`config.mk`:
```
export PLATFORM = sky130hd
export DESIGN_NAME = jpeg_idct_sched
export DESIGN_NICKNAME = d
export VERILOG_FILES = /design/src/rtl/jpeg_idct_sched.sv
export SDC_FILE = /design/constraint.sdc
export NUM_CORES = 1
export LEC_CHECK = 0
export ABC_AREA = 1
export CORE_MARGIN = 2
export CORE_UTILIZATION = 57
export DETAILED_ROUTE_END_ITERATION = 10
export GPL_TIMING_DRIVEN = 0
export PLACE_DENSITY = 0.79
export SETUP_SLACK_MARGIN = 0.3
export SKIP_LAST_GASP = 1
export SYNTH_ARGS = -nofsm -noshare
export SYNTH_HDL_FRONTEND = slang
export SYNTH_SLANG_ARGS = --single-unit
```
`constraint.sdc`:
```
create_clock -name clk -period 2.9 [get_ports clk]
set_input_delay 0.58 -clock clk [delete_from_list [all_inputs] [get_ports clk]]
set_output_delay 0.58 -clock clk [all_outputs]
set_load 0.05 [all_outputs]
```
`src/rtl/jpeg_idct_sched.sv`:
```
// Block scheduler for the two-pass iDCT: issues coefficient blocks in MCU order,
// bounds blocks in flight and tags each output block with its index.
module jpeg_idct_sched #(
  parameter int MAX_INFLIGHT = 2,
  parameter int RD_BEATS     = 32,
  parameter int OUT_BEATS    = 32
) (
  input  logic        clk,
  input  logic        rst,
  input  logic        ImageInit,
  input  logic [1:0]  SubSampling,
  input  logic [15:0] McuTotal,
  input  logic        BlockReady,
  output logic        BlockRelease,
  input  logic        OutReady,
  output logic        IdctInit,
  output logic        IdctEnable,
  input  logic        IdctRead,
  input  logic        IdctOutEnable,
  output logic [2:0]  OutBlockId,
  output logic        OutMcuLast,
  output logic        OutBlockDone,
  output logic        ImageDone,
  output logic        Error
);

  localparam int CW = $clog2(MAX_INFLIGHT + 1);
  localparam int RW = $clog2(RD_BEATS + 1);
  localparam int OW = $clog2(OUT_BEATS + 1);

  typedef enum logic [2:0] {IDLE, INIT, WAIT, ISSUE, DRAIN} state_t;

  state_t          state_q, state_d;
  logic [2:0]      nblk_q, nblk_d;
  logic [15:0]     mcu_total_q, mcu_total_d;
  logic [2:0]      blk_q, blk_d;
  logic [15:0]     mcu_q, mcu_d;
  logic [RW-1:0]   rd_cnt_q, rd_cnt_d;
  logic [OW-1:0]   out_cnt_q, out_cnt_d;
  logic [CW-1:0]   cnt_q, cnt_d;
  logic            last_q, last_d;
  logic            rel_q, rel_d;
  logic            err_q, err_d;
  logic [3:0]      tag_q [MAX_INFLIGHT];
  logic [3:0]      tag_d [MAX_INFLIGHT];

  logic            fifo_ne, out_beat, pop, push, blk_is_last, issue_last;
  logic [CW-1:0]   wr_idx;

  assign fifo_ne     = (cnt_q != '0);
  assign out_beat    = IdctOutEnable && fifo_ne;
  assign pop         = out_beat && (out_cnt_q == OW'(OUT_BEATS - 1));
  assign blk_is_last = (blk_q == nblk_q - 3'd1);
  assign issue_last  = blk_is_last && (mcu_q == mcu_total_q - 16'd1);
  assign wr_idx      = pop ? cnt_q - CW'(1) : cnt_q;

  always_comb begin
    state_d     = state_q;
    nblk_d      = nblk_q;
    mcu_total_d = mcu_total_q;
    blk_d       = blk_q;
    mcu_d       = mcu_q;
    rd_cnt_d    = rd_cnt_q;
    out_cnt_d   = out_cnt_q;
    cnt_d       = cnt_q;
    last_d      = last_q;
    rel_d       = 1'b0;
    err_d       = err_q;
    tag_d       = tag_q;
    push        = 1'b0;

    case (state_q)
      IDLE: ;
      INIT: state_d = (mcu_total_q == 16'd0) ? DRAIN : WAIT;
      WAIT: begin
        if (BlockReady && OutReady && (cnt_q < CW'(MAX_INFLIGHT))) begin
          push     = 1'b1;
          last_d   = issue_last;
          rd_cnt_d = '0;
          state_d  = ISSUE;
        end
      end
      ISSUE: begin
        if (IdctRead) begin
          if (rd_cnt_q == RW'(RD_BEATS - 1)) begin
            rd_cnt_d = '0;
            rel_d    = 1'b1;
            if (blk_is_last) begin
              blk_d = 3'd0;
              mcu_d = mcu_q + 16'd1;
            end else begin
              blk_d = blk_q + 3'd1;
            end
            state_d = last_q ? DRAIN : WAIT;
          end else begin
            rd_cnt_d = rd_cnt_q + RW'(1);
          end
        end
      end
      DRAIN: if (cnt_q == '0) state_d = IDLE;
      default: state_d = IDLE;
    endcase

    // Output side runs regardless of the issue state.
    if (IdctOutEnable && !fifo_ne) err_d = 1'b1;
    if (out_beat) out_cnt_d = pop ? '0 : out_cnt_q + OW'(1);

    if (push && !pop)      cnt_d = cnt_q + CW'(1);
    else if (pop && !push) cnt_d = cnt_q - CW'(1);

    if (pop) begin
      for (int i = 1; i < MAX_INFLIGHT; i++) tag_d[i-1] = tag_q[i];
    end
    if (push) begin
      for (int i = 0; i < MAX_INFLIGHT; i++) begin
        if (CW'(i) == wr_idx) tag_d[i] = {blk_q, issue_last};
      end
    end

    // Image start aborts whatever is in progress.
    if (ImageInit) begin
      state_d = INIT;
      case (SubSampling)
        2'd0:    nblk_d = 3'd1;
        2'd1:    nblk_d = 3'd3;
        2'd2:    nblk_d = 3'd4;
        default: nblk_d = 3'd6;
      endcase
      mcu_total_d = McuTotal;
      blk_d       = 3'd0;
      mcu_d       = 16'd0;
      rd_cnt_d    = '0;
      out_cnt_d   = '0;
      cnt_d       = '0;
      last_d      = 1'b0;
      rel_d       = 1'b0;
      err_d       = 1'b0;
    end
  end

  always_ff @(posedge clk or negedge rst) begin
    if (!rst) begin
      state_q     <= IDLE;
      nblk_q      <= 3'd1;
      mcu_total_q <= 16'd0;
      blk_q       <= 3'd0;
      mcu_q       <= 16'd0;
      rd_cnt_q    <= '0;
      out_cnt_q   <= '0;
      cnt_q       <= '0;
      last_q      <= 1'b0;
      rel_q       <= 1'b0;
      err_q       <= 1'b0;
      for (int i = 0; i < MAX_INFLIGHT; i++) tag_q[i] <= 4'd0;
    end else begin
      state_q     <= state_d;
      nblk_q      <= nblk_d;
      mcu_total_q <= mcu_total_d;
      blk_q       <= blk_d;
      mcu_q       <= mcu_d;
      rd_cnt_q    <= rd_cnt_d;
      out_cnt_q   <= out_cnt_d;
      cnt_q       <= cnt_d;
      last_q      <= last_d;
      rel_q       <= rel_d;
      err_q       <= err_d;
      tag_q       <= tag_d;
    end
  end

  assign IdctInit     = (state_q == INIT);
  assign IdctEnable   = (state_q == ISSUE);
  assign BlockRelease = rel_q;
  assign OutBlockId   = fifo_ne ? tag_q[0][3:1] : 3'd0;
  assign OutMcuLast   = fifo_ne & tag_q[0][0];
  assign OutBlockDone = pop;
  assign ImageDone    = (state_q == DRAIN) && (cnt_q == '0);
  assign Error        = err_q;

endmodule

```
== After elaboration in Yosys (flattened, before gate mapping) ==
Cells that the tools add are included.

* Input bits: 25
* Word-level logic and storage cells: 120
* Output and inout bits: 10
* Bits in registers: 66

* Order comparisons: 1
* Add/subtract/negate cells: 8
* Reduce and logical (&&, ||, !) cells: 34
* Muxes and demuxes: 47
* Eq/ne operators: 16
* Bitwise operators: 1

{| class="wikitable"
|+ Operators by type and width
! kind !! number
|-
| 16-bit two-way mux || 5
|-
| 6-bit two-way mux || 7
|-
| 3-bit two-way mux || 13
|-
| 2-bit nonzero test || 9
|-
| 16-bit by 1-bit adder with 16-bit output, second input constant || 1
|-
| 16-bit == test || 1
|-
| 16-bit zero test || 1
|-
| 16-bit by 1-bit subtractor with 16-bit output, second input constant || 1
|-
| 3-bit case mux with 5 select lines || 1
|-
| 6-bit by 1-bit adder with 6-bit output, second input constant || 2
|-
| 6-bit by 5-bit == test with 1-bit output, second input constant || 2
|-
| 4-bit two-way mux || 3
|-
| 6-bit case mux with 2 select lines || 1
|-
| 1-bit two-way mux || 11
|-
| 1-bit logical AND || 9
|-
| 3-bit case mux with 3 select lines || 1
|-
| 2-bit two-way mux || 4
|-
| 8-bit two-way mux || 1
|-
| 3-bit by 2-bit == test with 1-bit output, second input constant || 2
|-
| 2-bit zero test || 3
|-
| 3-bit by 2-bit inequality test with 1-bit output, second input constant || 2
|-
| 3-bit inequality test, second input constant || 2
|-
| 3-bit AND reduction || 2
|-
| 3-bit nonzero test || 2
|-
| other kinds (18) || 21
|}

== Longest topological paths before layout ==
* Depth after elaboration: 9
* Mapped depth: 14
* Depth with buffers taken out: 14

== Worst setup path before layout ==
OpenSTA, ideal clock, no wires.

* Path type: register to output
* From: reg cnt_q[0]
* To: out ImageDone
* Arrival: 1.896 ns
* Setup slack: 0.424 ns
* Cell stages (with the launch flop): 5
* Required time: 2.320 ns
* Path buffers: 0
* Cell sequence: dfrtp_1 > inv_1 > ha_1 > nand2_1 > nor3_1

* Cells in the longest elaborated chain, start to end: 2

{| class="wikitable"
|+ RTL lines
! item !! line !! source
|-
| start: declaration || 40 || <nowiki>logic [CW-1:0] cnt_q, cnt_d;</nowiki>
|-
| start signal: assignment || 163 || <nowiki>cnt_q <= cnt_d;</nowiki>
|-
| 2-bit zero test || 177 || <nowiki>assign ImageDone = (state_q == DRAIN) && (cnt_q == '0);</nowiki>
|-
| 1-bit logical AND || 177 ||
|-
| end: declaration || 23 || <nowiki>output logic ImageDone,</nowiki>
|}

No other way between the ends.

== Worst setup path after layout ==
* From: reg cnt_q[0]
* To: out OutBlockDone

* Cells in the longest elaborated chain, start to end: 3

{| class="wikitable"
|+ RTL lines
! item !! line !! source
|-
| 2-bit nonzero test || 50 || <nowiki>assign fifo_ne = (cnt_q != '0);</nowiki>
|-
| 1-bit logical AND || 51 || <nowiki>assign out_beat = IdctOutEnable && fifo_ne;</nowiki>
|-
| 1-bit logical AND || 52 || <nowiki>assign pop = out_beat && (out_cnt_q == OW'(OUT_BEATS - 1));</nowiki>
|-
| end: declaration || 22 || <nowiki>output logic OutBlockDone,</nowiki>
|}

No other way between the ends.

==> flow_metrics.tcl <==
set metrics [dict create \
    p_leak_nw 2.199 \
    end_kind "output port" \
    rsz0062_at_grt "true" \
    dpl_worst_slack_ns -0.2918 \
    finClkSkew_ns 0.008326 \
    cp_max_fo 10 \
    fin_ws_ns 0.3754 \
    final_nets 599 \
    grt_max_degree 67 \
    drv_cap 0 \
    tightest_slew_ns 0.8335 \
    yosys-top-cells-count "nand2_1 (121), dfrtp_1 (65), inv_1 (58)" \
    start_util_pct 58.75 \
    stdcell_count 668 \
    fmax_ghz 0.3961 \
    setup_tns_ns 0 \
    post-dp-hpwl_mm 6.707 \
    clock_sinks 66 \
    syn_area_sq_um 3991 \
    clk_pin_slew_ns 0.08 \
    crit_cells 9 \
    async_reset_ff_share_pct 100.0 \
    drc 0 \
    worst_path_max_delay_cell "dfrtp_1" \
    syn_avg_cell_area_sq_um 7.676 \
    drt_iter0_markers 299 \
    fin_area_sq_um 4750 \
    critPathKind "flip-flop to output port" \
    first_pass_iters 5 \
    cts_tree "built" \
    yosysWarningCount 0 \
    cp_num_buf_inv 5 \
    critical_path.top_delay_family "buffers and inverters" \
    reg2reg_slack_ns 0.73 \
    routabilityCongestion 0.8829 \
    core_area_sq_um 6794 \
    grt_use_total_pct 26.25 \
    fin_total_pwr_mw 2.895 \
    yosysTopAreaCellShare_pct 40.75 \
    power.density_nw_per_um2 609.4 \
    port_buffers 34 \
    die_w_um 87.68 \
    hold_class "primary input to asynchronous set/reset pin" \
    clk_latency_ns 0.34 \
    rr_worst_depth 12 \
    synthCells 520 \
    period_needed_ns 2.525 \
    start_kind "flip-flop" \
    fin_hold_ws_ns 0.3291 \
    ys_seq_elements 66 \
    yosys.area.top_type "dfrtp_1" \
    overflow 0 \
    cts-root-buf "clkbuf_8" \
    grt_pass1_wl_mm 15.79 \
    io_pins 35 \
    route.vias.total 3659 \
    ys_dominant_reg_cell "dfrtp_1" \
    synth_cell_types 48 \
    ant_nets 0 \
    ctsHoldBuffers 0 \
    n_antenna_cell 0 \
    wl_mm 9.278 \
    finalSetupViolCount 0 \
    placed_area_sq_um 4449 \
    finish.utilization_pct 69.91 \
    rows 30 \
    fp.dieH_um 87.68 \
    yosysMostFrequentCell "nand2_1" \
    antenna_found_initial 0 \
    irDropWorstVdd_mv 0.3516 \
    fin_crit_sh_pct 87.06 \
    synth_fp_nets 552 \
    synth_edf_count 0 \
    ys_seq_area_share_pct 41.41 \
    die_area_sq_um 7688 \
    grt_pass1_vias 3550 \
    htreeDepth 3 \
    cp.arrival_ns 1.94 \
    hold_viol_final 0 \
    syn_to_final_growth_pct 19.00 \
    outcome "finished clean" \
    routed_via_density 5.478 \
    path_cells "inv_1 -> ha_2 -> inv_2 -> nand2_2 -> nor3_4 -> inv_2 -> nor2_4 -> buf_6 -> buf_6" \
    relSlewSlack_pct 44.44 \
    drive_gt1_share_pct 12.59 \
    dp.cells 650 \
    worst_ep_required_time_ns 2.32 \
    cts_buffers 9 \
    cp_slowest_stage_delay_ns 0.40 \
    wl_per_cell_um 13.89 \
    synth_area_leaders "dfrtp_1 (41%), nand2_1 (11%), inv_1 (5.5%), nor2_1 (5.1%), o21ai_0 (5.0%)" \
    final_max_slew_viol_count 0 \
    cts_buffer_depth 2 \
]
## final cells by class
type                    count  area, sq um
plain buffers               9        51.30
clock buffers              11        141.4
clock inverters             5        125.1
fillers                   553         2044
inverters                  69        265.3
multi-input cells         376         2037
flip-flops and latches     66         1653
well taps                  96        120.1
repair buffers             36        356.6
## worst register-to-register path, stage by stage, from the launching register on
cell     delay, ns
dfstp_2       0.53
inv_1         0.06
ha_1          0.20
or2_1         0.24
nand3_1       0.07
nand2_1       0.06
nor2_1        0.22
nand3_1       0.13
nor2_1        0.10
nand2_1       0.06
nor2_1        0.10
nand2_1       0.16
a21oi_1       0.17
## report_power, final
| group | switching, mW | total (mW) | internal [mW] |
|---|---|---|---|
| Combinational | 0.493 | 0.753 | 0.260 |
| Clock | 0.358 | 1.04 | 0.681 |
| Sequential | 0.0774 | 1.10 | 1.03 |
## repair_timing
| action | in CTS | in global routing |
|---|---|---|
| resized for setup | 11 | 10 |
| setup buffers | 0 | 2 |
| pin swaps | 0 | 1 |
| endpoints found under the setup margin | 7 | 6 |
## routing by layer
| metal | GRT usage [%] | share of wire [%] |
|---|---|---|
| met4 | 11.19 | 2.8 |
| met5 | 0 | 0 |
| met1 | 34.32 | 45 |
| met2 | 43.32 | 47 |
| met3 | 4.241 | 5.6 |
## cell usage in the layout, fill, tap and decap left out, types with 4 or more instances in the layout
cell,instances
a21oi_1,14
bufinv_16,4
clkbuf_1,4
clkbuf_8,10
clkdlybuf4s50_1,25
dfrtp_1,65
dlymetal6s2s_1,4
ha_1,6
inv_1,58
inv_2,8
nand2_1,121
nand2_2,4
nand3_1,39
nand4_1,6
nor2_1,54
nor2_2,7
nor2_4,5
nor3_1,9
nor4_1,5
o21ai_0,40
o21ai_1,10
o31ai_1,4
xnor2_1,8
xor2_1,14
## sequential cells by signal (all words and copies together), names as in the netlist, 2 cells and up
signal       flops
rd_cnt_q         6
state_q          3
mcu_q           16
tag_q            8
blk_q            3
out_cnt_q        6
nblk_q           3
mcu_total_q     16
cnt_q            2
## cells by family after synthesis
logic type | after synthesis | synth area share, %
AOI/OAI and AO/OA | 81 | 11.85
adders and majority gates | 7 | 2.194
buffers and inverters | 78 | 7.774
DFF | 66 | 41.41
xor gates and xnor gates | 23 | 5.235
and+or+nand+nor | 265 | 31.54
## worst paths after layout
path,start,to
setup / recovery,cnt_q[0]$_DFFE_PN0P_,OutBlockDone
hold / removal,rst,mcu_total_q[11]$_DFFE_PN0P_
setup reg to reg,nblk_q[0]$_DFFE_PN1P_,last_q$_DFFE_PN0P_
hold reg to reg,tag_q[2]$_DFFE_PN0P_,tag_q[2]$_DFFE_PN0P_
max in group asynchronous,rst,BlockRelease$_DFF_PN0_
min in group clk,tag_q[2]$_DFFE_PN0P_,tag_q[2]$_DFFE_PN0P_
Note: power is estimated with default switching activity, not from simulation.
